--- src/rtl/clk_div_pkg.sv ---
`default_nettype none
// ============================================================================
// Module   : clk_div_pkg
// Brief    : Shared types and default constants for the clock divider bank.
// Revision : 1.0 - initial release
// ============================================================================
package clk_div_pkg;

    localparam int MODE_W          = 2;
    localparam int NUM_CH_DEF      = 4;
    localparam int CNT_W_DEF       = 16;
    localparam int DEFAULT_LIM_DEF = 49999;

    typedef enum logic [MODE_W-1:0] {
        MODE_TOGGLE  = 2'd0,
        MODE_PULSE   = 2'd1,
        MODE_ONESHOT = 2'd2,
        MODE_RSVD    = 2'd3
    } mode_e;

endpackage
`default_nettype wire

--- src/rtl/clk_div_chan.sv ---
`default_nettype none
// ============================================================================
// Module   : clk_div_chan
// Brief    : One divider channel: counter, terminal limit, mode and outputs.
// Revision : 1.0 - initial release
// ============================================================================
module clk_div_chan
    import clk_div_pkg::*;
#(
    parameter int CNT_W       = CNT_W_DEF,
    parameter int DEFAULT_LIM = DEFAULT_LIM_DEF
) (
    input  logic             clk,
    input  logic             rst,
    input  logic             en_i,
    input  logic             wr_i,
    input  logic [CNT_W-1:0] wr_lim_i,
    input  mode_e            wr_mode_i,
    output logic             div_o,
    output logic             tick_o,
    output logic             done_o
);

    logic [CNT_W-1:0] cnt_q, cnt_d;
    logic [CNT_W-1:0] lim_q, lim_d;
    mode_e            mode_q, mode_d;
    logic             div_q, div_d;
    logic             tick_q, tick_d;
    logic             done_q, done_d;

    always_comb begin
        cnt_d  = cnt_q;
        lim_d  = lim_q;
        mode_d = mode_q;
        div_d  = div_q;
        tick_d = 1'b0;
        done_d = done_q;
        if (wr_i) begin
            lim_d  = wr_lim_i;
            mode_d = wr_mode_i;
            cnt_d  = '0;
            div_d  = 1'b0;
            done_d = 1'b0;
        end else if (!en_i) begin
            // A low enable rearms a finished one-shot; otherwise the count just pauses.
            if (done_q) begin
                done_d = 1'b0;
                div_d  = 1'b0;
                cnt_d  = '0;
            end else if (mode_q == MODE_PULSE) begin
                div_d = 1'b0;
            end
        end else if (!done_q) begin
            if (cnt_q == lim_q) begin
                cnt_d  = '0;
                tick_d = 1'b1;
                case (mode_q)
                    MODE_PULSE:   div_d = 1'b1;
                    MODE_ONESHOT: begin
                        div_d  = 1'b1;
                        done_d = 1'b1;
                    end
                    default:      div_d = ~div_q;
                endcase
            end else begin
                cnt_d = cnt_q + CNT_W'(1);
                if (mode_q == MODE_PULSE) begin
                    div_d = 1'b0;
                end
            end
        end
    end

    always_ff @(posedge clk) begin
        if (rst) begin
            cnt_q  <= '0;
            lim_q  <= CNT_W'(DEFAULT_LIM);
            mode_q <= MODE_TOGGLE;
            div_q  <= 1'b0;
            tick_q <= 1'b0;
            done_q <= 1'b0;
        end else begin
            cnt_q  <= cnt_d;
            lim_q  <= lim_d;
            mode_q <= mode_d;
            div_q  <= div_d;
            tick_q <= tick_d;
            done_q <= done_d;
        end
    end

    assign div_o  = div_q;
    assign tick_o = tick_q;
    assign done_o = done_q;

endmodule
`default_nettype wire

--- src/rtl/clk_div_bank.sv ---
`default_nettype none
// ============================================================================
// Module   : clk_div_bank
// Brief    : Bank of independent programmable clock-divider channels.
// Revision : 1.0 - initial release
// ============================================================================
module clk_div_bank
    import clk_div_pkg::*;
#(
    parameter int NUM_CH      = NUM_CH_DEF,
    parameter int CNT_W       = CNT_W_DEF,
    parameter int DEFAULT_LIM = DEFAULT_LIM_DEF
) (
    input  logic                                           clk,
    input  logic                                           rst,
    input  logic [NUM_CH-1:0]                              en_i,
    input  logic                                           cfg_we_i,
    input  logic [((NUM_CH > 1) ? $clog2(NUM_CH) : 1)-1:0] cfg_ch_i,
    input  logic [CNT_W-1:0]                               cfg_lim_i,
    input  logic [MODE_W-1:0]                              cfg_mode_i,
    output logic [NUM_CH-1:0]                              div_o,
    output logic [NUM_CH-1:0]                              tick_o,
    output logic [NUM_CH-1:0]                              done_o
);

    if ((NUM_CH < 1) || (NUM_CH > 32)) begin : g_bad_num_ch
        $error("clk_div_bank: NUM_CH must be within 1..32");
    end

    if ((DEFAULT_LIM < 0) || (longint'(DEFAULT_LIM) >= (longint'(1) << CNT_W))) begin : g_bad_lim
        $error("clk_div_bank: DEFAULT_LIM does not fit in CNT_W bits");
    end

    logic [NUM_CH-1:0] w_wr_sel;
    mode_e             w_wr_mode;

    assign w_wr_mode = mode_e'(cfg_mode_i);

    // Channel indices at or above NUM_CH never match, so such writes fall away.
    always_comb begin
        w_wr_sel = '0;
        for (int i = 0; i < NUM_CH; i++) begin
            if (cfg_we_i && (32'(cfg_ch_i) == i)) begin
                w_wr_sel[i] = 1'b1;
            end
        end
    end

    for (genvar g = 0; g < NUM_CH; g++) begin : g_chan
        clk_div_chan #(
            .CNT_W       (CNT_W),
            .DEFAULT_LIM (DEFAULT_LIM)
        ) u_chan (
            .clk       (clk),
            .rst       (rst),
            .en_i      (en_i[g]),
            .wr_i      (w_wr_sel[g]),
            .wr_lim_i  (cfg_lim_i),
            .wr_mode_i (w_wr_mode),
            .div_o     (div_o[g]),
            .tick_o    (tick_o[g]),
            .done_o    (done_o[g])
        );
    end

endmodule
`default_nettype wire

--- config.mk ---
export PLATFORM = sky130hd
export DESIGN_NAME = clk_div_bank
export DESIGN_NICKNAME = d
export VERILOG_FILES = /design/src/rtl/clk_div_pkg.sv /design/src/rtl/clk_div_chan.sv /design/src/rtl/clk_div_bank.sv
export SDC_FILE = /design/constraint.sdc
export NUM_CORES = 1
export LEC_CHECK = 0
export CAP_MARGIN = 30
export CORE_UTILIZATION = 60
export CTS_CLUSTER_DIAMETER = 40
export CTS_CLUSTER_SIZE = 20
export DETAILED_ROUTE_END_ITERATION = 10
export GPL_ROUTABILITY_DRIVEN = 0
export PLACE_DENSITY_LB_ADDON = 0.25
export SKIP_LAST_GASP = 1
export SLEW_MARGIN = 20
export SYNTH_ARGS = -nofsm -noshare
export SYNTH_HDL_FRONTEND = slang
export SYNTH_SLANG_ARGS = --single-unit
--- constraint.sdc ---
create_clock -name clk -period 4.9 [get_ports clk]
set_clock_uncertainty 0.15 [all_clocks]
set_input_delay 0.98 -clock clk [delete_from_list [all_inputs] [get_ports clk]]
set_output_delay 0.98 -clock clk [all_outputs]
set_load 0.02 [all_outputs]
==> flow_summary_export.csv <==
group,metric,value,unit
outcome,outcome,"complete, no violations",
worst_setup_path,crit_arrival,2.97,ns
worst_setup_path,end_kind,"register",
final_layout,syn_to_final_growth,13.9,%
die,boundaryPins,39,
global_routing,overflow,0,
sta,fmax,353,MHz
die,initial_core_util,61.7,%
synth,synth_area_per_cell,8.37,sq um
worst_setup_path,startpoint,"en_i[1]",
die,chipHeight,110,um
die,dieArea,12200,sq um
synth,ys_types,52,
synth,netlist_area,7040,sq um
drt,drt_wl_total,16300,um
final_layout,fillCellCount,906,
synth,synthArstFlopShare,0,%
placement,post-place-cells,980,
global_routing,grt_max_degree,48,
worst_setup_path,required,5.04,ns
die,die_x,110,um
global_routing,grt_pass1_vias,5358,
drt,routed_via_density,5.72,
cts,cts_buffers,17,
cts,cts.sink_count,148,
worst_setup_path,critPathKind,"in2reg",
min_path,hp-class,"reg2reg",
pwr,p_leak,3.18,nW
sta,final.setup.tns,0,ns
sta,hold_ws,0.317,ns
cts,tritoncts,"yes",
sta,finalHoldViolations,0,
worst_setup_path,crit_chain,"clkdlybuf4s50_1, ha_1, inv_1, or3_1, nor3_1, xnor2_1, nor2_1",
cts,cts_max_path_buffers,2,
min_path,worstHoldStart,"g_chan[0].u_chan.lim_q[11]",
worst_setup_path,cp_slowest_cell,"clkdlybuf4s50_1",
synth,synthesis.nets,884,
run,maxCapViolCount,0,
cts,clk_latency,0.42,ns
sta,period_share,57.8,%
synth,synth_edf_count,0,
cts,clk_pin_slew,0.06,ns
global_routing,grt_first_pass_wirelength,26200,um
synth,ys_ff_latch,148,
worst_setup_path,cp_max_fo,8,
synth,synth-warning-count,0,
final_layout,diodes,0,
synth,netlist_instances,841,
cts,htree_levels,4,
final_layout,nets,899,
sta,grt_setup_unrepaired,"false",
final_layout,final_cells,1012,
sta,min_period,2.83,ns
worst_setup_path,timing.rr.start,"g_chan[2].u_chan.cnt_q[13]",
sta,slew_viol_final,0,
synth,synth_seq_area_share,42.1,%
placement,dp_hpwl,11200,um
final_layout,drive_above_1_share,6.67,%
die,core-area,11400,sq um
drt,drc,0,
global_routing,grt.total_usage,28.3,%
drt,ant_nets,0,
drt,vias,5787,
drt,dr.first_iter.drc_count,446,
synth,yosys_most_used_dff,"dfxtp_1",
worst_setup_path,cpPeakStageDelay,0.48,ns
sta,setup_viol,0,
placement,io_buffers,38,
pwr,peakVddDrop,0.000450,V
pwr,p_per_area,355,nW/um^2
drt,routedWlPerCell,16.1,um
global_routing,antenna_found_initial,0,
cts,ctsResizeCount,0,
drt,first_pass_iters,5,
sta,worst_pin_slew,0.777,ns
die,fp-row-count,39,
cts,cts_root_buffer,"clkbuf_16",
worst_setup_path,start_kind,"primary input",
sta,slew_headroom,48.2,%
cts,cts_setup_buffers,0,
cts,postCtsHoldBufs,0,
==> per-layer routing <==
metal / track usage [%] / up-vias / part of all wire, %
met2: 47.3 / 163 / 49
met4: 8.74 / 0 / 1.4
li1: - / 2819 / -
met1: 36.4 / 2777 / 45
met3: 6.23 / 28 / 4.5
met5: 0 / - / 0
==> where the power goes <==
part / internal (W) / total [W] / switching [W]
combinational: 0.0000678 / 0.000170 / 0.000102
sequential: 0.00123 / 0.00126 / 0.0000253
clock: 0.000913 / 0.00142 / 0.000510
total: 0.00221 / 0.00285 / 0.000637
==> cell type report <==
| type | count | area [sq um] | share of cell area (%) |
|---|---|---|---|
| clock buffer | 18 | 439 | 5.48 |
| inverter | 25 | 93.8 | 1.17 |
| timing repair buffer | 43 | 413 | 5.15 |
| clock inverter | 14 | 209 | 2.61 |
| tap | 143 | 179 | 2.23 |
| sequential | 148 | 2960 | 36.9 |
| multi-input combinational | 621 | 3720 | 46.4 |
==> flip-flops by register name, indices dropped and copies added (netlist names) <==
signal	count
g_chan.u_chan.tick_o	4
g_chan.u_chan.cnt_q	64
g_chan.u_chan.div_o	4
g_chan.u_chan.lim_q	64
g_chan.u_chan.done_o	4
g_chan.u_chan.mode_q	8
==> cells in the mapped netlist, drive strengths merged, types with 5 or more instances <==
cell type,instances,share of area (%)
buf,21,2.3
ha,16,2.8
nand3b,36,3.8
nor3,11,0.78
and3,10,0.91
nor2,79,4.2
nand2,179,9.5
xnor2,20,2.5
o21ai,12,1.1
nand3,16,1.1
and4,5,0.62
nand4,25,2.3
nor4,20,2.0
dfxtp,148,42
nor2b,7,0.62
a21oi,42,3.0
clkbuf,26,1.4
xor2,97,12
a21boi,7,0.75
inv,25,1.3
==> layout by cell type, fill, tap and decap left out, types with 2 or more instances in the layout <==
cell type | synthesis | routed
and3_1 | 9 | 9
xnor2_1 | 20 | 20
nor4_2 | 3 | 3
a41oi_1 | 3 | 3
mux2i_1 | 4 | 4
nor2_1 | 79 | 79
clkinv_2 | 0 | 4
or2_2 | 3 | 3
inv_1 | 25 | 25
nand3_1 | 16 | 16
dfxtp_1 | 148 | 148
buf_4 | 13 | 5
nand3b_1 | 36 | 36
clkdlybuf4s50_1 | 0 | 37
nor2b_1 | 7 | 7
o21ai_0 | 8 | 8
nor4_1 | 17 | 17
and4_1 | 5 | 5
nor3b_1 | 2 | 2
bufinv_16 | 0 | 5
a21boi_0 | 5 | 5
and2_1 | 2 | 2
o21ai_2 | 4 | 4
o211ai_1 | 2 | 2
a31oi_1 | 4 | 4
nor3_1 | 11 | 11
ha_1 | 16 | 16
nand4_1 | 24 | 24
a21boi_1 | 2 | 2
o21ba_2 | 3 | 3
clkbuf_16 | 0 | 17
clkinvlp_4 | 0 | 4
nand2_1 | 179 | 179
xor2_1 | 97 | 97
a21oi_1 | 42 | 42
==> through the flow <==
step           setup WS, ns  total power (W)  util, %  cell area [sq um]
2_1_floorplan          2.35          0.00139        -               7040
5_1_grt                1.95          0.00294     70.2               8020
3_5_place_dp           1.67          0.00145     64.6               7370
3_3_place_gp           1.73          0.00144     64.6               7370
6_report               2.07          0.00285     70.2               8020
4_1_cts                2.09          0.00286     70.2               8020
==> kinds of logic (layout without fill, tap and decap cells) <==
logic type	Yosys count	in the layout	share of synthesized area, %
AO/OA/AOI/OAI	82	82	7.37
XOR/XNOR	117	117	14.6
adder cells (fa/ha/maj)	16	16	2.84
buffers and inverters	72	100	5.05
flip-flops	148	148	42.1
multiplexers	4	4	0.569
AND/OR/NAND/NOR	402	402	27.5
==> worst max-delay path, delay by kind of cell <==
family,cells,cell delay (ns)
XOR/XNOR,1,0.14
adder cells (fa/ha/maj),1,0.46
buffers and inverters,2,0.66
AND/OR/NAND/NOR,3,0.74
==> final timing paths <==
kind,end,slack (ns),depth (start not counted)
worst min-delay path,g_chan[0].u_chan.lim_q[11],0.32,2
worst max register to register,g_chan[2].u_chan.cnt_q[10],2.61,5
worst min register to register,g_chan[0].u_chan.lim_q[11],0.32,2
worst max-delay path,g_chan[1].u_chan.cnt_q[11],2.07,7
No activity file was read; power rests on OpenSTA's default activity.
